### src/rtl/bsg_cgol_input_packer.sv
// Serial-to-board deserializer for the CGOL accelerator: packs in_width_p-bit words into a
// {cells, frame-count} packet. Optional frame-count check is enabled by BSG_CGOL_INPUT_CHECK_EN.
module bsg_cgol_input_packer #(
    parameter int board_width_p     = 8,
    parameter int max_game_length_p = 16,
    parameter int in_width_p        = 64,
    localparam int cells_lp = board_width_p * board_width_p,
    localparam int glw_lp   = (max_game_length_p <= 1) ? 1 : $clog2(max_game_length_p),
    localparam int words_lp = (cells_lp + glw_lp + in_width_p - 1) / in_width_p
) (
    input  logic                  clk_i,
    input  logic                  reset_n_i,
    input  logic [in_width_p-1:0] data_i,
    input  logic                  v_i,
    output logic                  ready_o,
    output logic [cells_lp-1:0]   data_o,
    output logic [glw_lp-1:0]     frames_o,
    output logic                  v_o,
    input  logic                  ready_i,
    output logic                  err_o
);

    localparam int pkt_w_lp   = cells_lp + glw_lp;
    localparam int pkt_bits_lp = words_lp * in_width_p;
    localparam int cnt_w_lp   = (words_lp > 1) ? $clog2(words_lp) : 1;
    localparam logic [cnt_w_lp-1:0] last_cnt_lp = cnt_w_lp'(words_lp - 1);

    logic [in_width_p-1:0]  asm_r [words_lp];
    logic [cnt_w_lp-1:0]    cnt_r;
    logic                   asm_full_r;
    logic [pkt_w_lp-1:0]    out_r;
    logic                   out_v_r;
    logic                   err_r;

    logic [pkt_bits_lp-1:0] pkt;
    logic                   accept;
    logic                   last_word;
    logic                   xfer;
    logic                   pkt_ok;
    logic                   unused_pad;

    // NOTE: every always_comb output gets a default first so no path can infer a latch.
    always_comb begin
        pkt = '0;
        for (int k = 0; k < words_lp; k++) begin
            pkt[k*in_width_p +: in_width_p] = asm_r[k];
        end
    end

    // Pad bits of the last word are carried but never forwarded.
    assign unused_pad = ^pkt;

    assign xfer      = asm_full_r & (~out_v_r | ready_i);
    assign ready_o   = ~asm_full_r | xfer;
    assign accept    = v_i & ready_o;
    assign last_word = (cnt_r == last_cnt_lp);

`ifdef BSG_CGOL_INPUT_CHECK_EN
    localparam logic [glw_lp:0] max_frames_lp = (glw_lp + 1)'(max_game_length_p);
    logic [glw_lp-1:0] frames_in;

    assign frames_in = pkt[glw_lp-1:0];
    assign pkt_ok    = (frames_in != '0) && ({1'b0, frames_in} <= max_frames_lp);
`else
    assign pkt_ok = 1'b1;
`endif

    // NOTE: sequential state uses <= only; blocking assignments here would race with readers.
    always_ff @(posedge clk_i or negedge reset_n_i) begin
        if (!reset_n_i) begin
            cnt_r      <= '0;
            asm_full_r <= 1'b0;
            out_r      <= '0;
            out_v_r    <= 1'b0;
            err_r      <= 1'b0;
            // NOTE: the assembly buffer is cleared on reset so outputs never expose stale words.
            for (int k = 0; k < words_lp; k++) begin
                asm_r[k] <= '0;
            end
        end else begin
            err_r <= xfer & ~pkt_ok;

            if (accept) begin
                for (int k = 0; k < words_lp; k++) begin
                    if (cnt_r == cnt_w_lp'(k)) begin
                        asm_r[k] <= data_i;
                    end
                end
                cnt_r <= last_word ? '0 : cnt_r + cnt_w_lp'(1);
            end

            // A last word landing in the same cycle as the hand-off refills the buffer at once.
            if (accept && last_word) begin
                asm_full_r <= 1'b1;
            end else if (xfer) begin
                asm_full_r <= 1'b0;
            end

            if (xfer && pkt_ok) begin
                out_r   <= pkt[pkt_w_lp-1:0];
                out_v_r <= 1'b1;
            end else if (out_v_r && ready_i) begin
                out_v_r <= 1'b0;
            end
        end
    end

    assign v_o      = out_v_r;
    assign frames_o = out_r[glw_lp-1:0];
    assign data_o   = out_r[glw_lp +: cells_lp];
    assign err_o    = err_r;

endmodule

### config.mk
export PLATFORM = sky130hd
export DESIGN_NAME = bsg_cgol_input_packer
export DESIGN_NICKNAME = d
export VERILOG_FILES = /design/src/rtl/bsg_cgol_input_packer.sv
export SDC_FILE = /design/constraint.sdc
export NUM_CORES = 1
export LEC_CHECK = 0
export ABC_CLOCK_PERIOD_IN_PS = 1600
export CELL_PAD_IN_SITES_DETAIL_PLACEMENT = 1
export CELL_PAD_IN_SITES_GLOBAL_PLACEMENT = 1
export CORE_UTILIZATION = 35
export DETAILED_ROUTE_END_ITERATION = 10
export GPL_TIMING_DRIVEN = 0
export PLACE_DENSITY_LB_ADDON = 0.15
export RECOVER_POWER = 25
export SLEW_MARGIN = 20
export SYNTH_ARGS = -nofsm -noshare
export SYNTH_HDL_FRONTEND = slang
export SYNTH_SLANG_ARGS = --single-unit
### constraint.sdc
create_clock -name clk_i -period 1.6 [get_ports clk_i]
set_input_delay 0.24 -clock clk_i [delete_from_list [all_inputs] [get_ports clk_i]]
set_output_delay 0.24 -clock clk_i [all_outputs]
set_load 0.02 [all_outputs]
==> summary.txt <==
Crit Path Class - flip-flop to flip-flop
top cells by area, synth - dfrtp_1, mux2_4, mux2_2
fmax - 603 MHz
Final Max Tran Viols - 0
fillcell total - 1479
max-cap check violation count - 0
hold crit path type - primary input to flip-flop
TritonCTS clock tree - built
Initial Util - 36.0%
Post-DRT Antenna Nets - 0
DR vias/cell - 4.46
GRT Total Usage - 16.5%
area leader, netlist - dfrtp_1
IO buf count - 137
Critical Path End Type - flip-flop
RSZ-0062 raised after global routing - yes
Final Critical Period - 1.66 ns
Post-Synthesis Cells - 302
PnR worst setup slack - -0.0575 ns
VDD IR-drop max - 0.802 mV
Yosys Warn Count - 0
Hold Path End - asm_r[107]
CP required - 1.89 ns
Crit Reg-Reg Startpoint - asm_full_r
Die Footprint - 0.0162 sq mm
Hold Startpoint - data_i[43]
1st-iter DRT viols - 68
Max Root-Sink Buffers - 2
Inserted Clock Buffers - 17
Clock transition at path regs - 0.06 ns
global-route wire length before repair - 20100 um
Final nets - 539
# clock sinks - 139
actual slew at the worst max-slew pin - 0.773 ns
worst r2r path cells - 6
dpl hpwl - 7700 um
Crit Path Max Fanout - 5
status - finished with violations
Netlist cell types - 15
core area - 0.0153 sq mm
Core Util, Final - 51.8%
average routed wire per standard cell - 17.3 um
Final Hold Fails - 0
P&R area growth vs syn - 43.9%
Cell Rows - 45
Post-Route WL - 12000 um
post-synthesis net count - 370
Min-Delay Path Depth - 2
Slew headroom - 48.5%
crit share post-route - 104%
area of the multi-input gates - 0.00183 sq mm
Setup violations, final - 53
Die W - 127 um
grt ovf - 0
Yosys reg bits - 139
initial antenna violation count - 0
Avg Cell Area, Syn - 18.2 sq um
flop-to-flop setup slack - -0.06 ns
register area - 0.00348 sq mm
First-pass DRT Iterations - 3
largest net degree at the start of global routing - 86
violated checks - negative setup slack
Worst-Skew Late Latency - 0.41 ns
layout cells sized above 1 - 41.0%
DRC Markers - 0
Setup crit start kind - flip-flop
Die H - 127 um
CTS root buf - clkbuf_16
Critical Path AT - 1.95 ns
Syn Std Cell Area - 0.00549 sq mm
Ports - 139
PwrDens - 2170 mW/mm^2
Worst R2R End - asm_r[92]
global placement routability congestion - 0.663
Design Area, Final - 0.00790 sq mm
vias in the first global route - 3584
sequential area share after synthesis - 63.4%
placed cell area - 0.00716 sq mm
H-tree Lvls - 4
Clock Skews - 0.0125 ns
number of inserted diodes - 0
Static Leak - 3.58 nW
post-synth top area share - 63.4%
total number of vias - 3097
[Yosys cell counts]
cell type,instances
buf_12,6
nand2_1,4
nor3b_2,1
mux2_4,60
inv_1,1
dfrtp_1,139
nand2b_1,2
nor2_1,1
conb_1,1
buf_6,1
buf_4,4
xnor2_1,1
buf_2,4
and3b_4,1
mux2_2,76
[stage by stage]
step           power (mW)  hold slack (ns)  TNS [ns]  worst slack [ns]  instances
6_report             17.1            0.440     -1.76           -0.0575        694
5_1_grt              18.2            0.427     -8.97            -0.134        694
4_1_cts              17.3            0.351     -1.82           -0.0558        692
3_5_place_dp         13.5            0.199    -40.03            -0.376        651
3_3_place_gp         13.3            0.470   -767.34             -5.25        650
2_1_floorplan        10.6          -0.0556         0           0.00278        302
[cell type report]
class / count / share of cell area (%)
sequential: 139 / 44.0
inverter: 1 / 0.0475
multi-input combinational: 147 / 23.1
clock inverter: 11 / 1.82
buffer: 14 / 2.09
clock buffer: 20 / 5.91
tap: 211 / 3.34
timing repair buffer: 151 / 19.7
[worst max-delay path: stages, from the launching register on]
cell	delay, ns
dfrtp_1	0.38
and3b_4	0.21
nor3b_2	0.18
buf_6	0.17
buf_12	0.14
clkbuf_16	0.15
mux2_4	0.29
[flip-flops by register name, indices dropped and copies added (netlist names)]
| signal | count |
|---|---|
| cnt_r | 1 |
| asm_full_r | 1 |
| out_r | 68 |
| v_o | 1 |
| asm_r | 68 |
[where the power goes]
part	internal, mW	leakage [nW]	switching [mW]
clock network	2.56	0.290	1.47
logic	3.93	1.66	2.92
registers	5.35	1.64	0.903
[timing repair]
item / 4_1_cts / 5_1_grt
gates resized for setup: 78 / 3
hold buffers: 1 / 0
buffers inserted: 6 / 0
cloned: 3 / 3
setup endpoints to repair: 138 / 84
endpoints found under the hold margin: 54 / 0
[worst max-delay path by stage]
stage | slack (ns) | cells after the start | endpoint | from
2_1_floorplan | 0.003 | 5 | asm_r[100] | v_o
3_3_place_gp | -5.25 | 1 | asm_r[112] | reset_n_i
3_5_place_dp | -0.38 | 6 | asm_r[85] | ready_i
4_1_cts | -0.06 | 6 | asm_r[111] | asm_full_r
5_1_grt | -0.13 | 6 | asm_r[119] | asm_full_r
6_report | -0.06 | 6 | asm_r[92] | asm_full_r
[layout by cell type, fill, tap and decap left out]
cell type	count
mux2_4	60
clkbuf_8	3
buf_4	5
clkinv_2	3
buf_16	2
clkdlybuf4s50_1	66
bufinv_16	3
inv_1	1
nor3b_2	1
clkbuf_4	1
clkinvlp_4	4
clkinv_4	1
dfrtp_1	139
clkbuf_16	20
conb_1	1
and3b_4	1
buf_12	8
bufbuf_16	1
buf_2	4
dlygate4sd3_1	1
mux2_2	76
buf_6	5
nand2b_1	2
nor2_1	1
nand2_1	4
dlygate4sd2_1	69
xnor2_1	1
[per-layer routing]
layer | GRT usage, % | up-vias | wire length [um]
met1 | 20.5 | 1601 | 5200
met5 | 0 | - | 0
li1 | - | 1394 | -
met3 | 6.87 | 7 | 807
met2 | 26.2 | 95 | 5900
met4 | 5.04 | 0 | 89
[kinds of logic after synthesis]
logic type,Yosys count,synth area share (%)
flops,139,63.4
simple gates,9,1.03
other cells,1,0.0683
xor+xnor,1,0.160
buf+inv,16,3.37
mux,136,32.0
(Power assumes the default switching activity.)
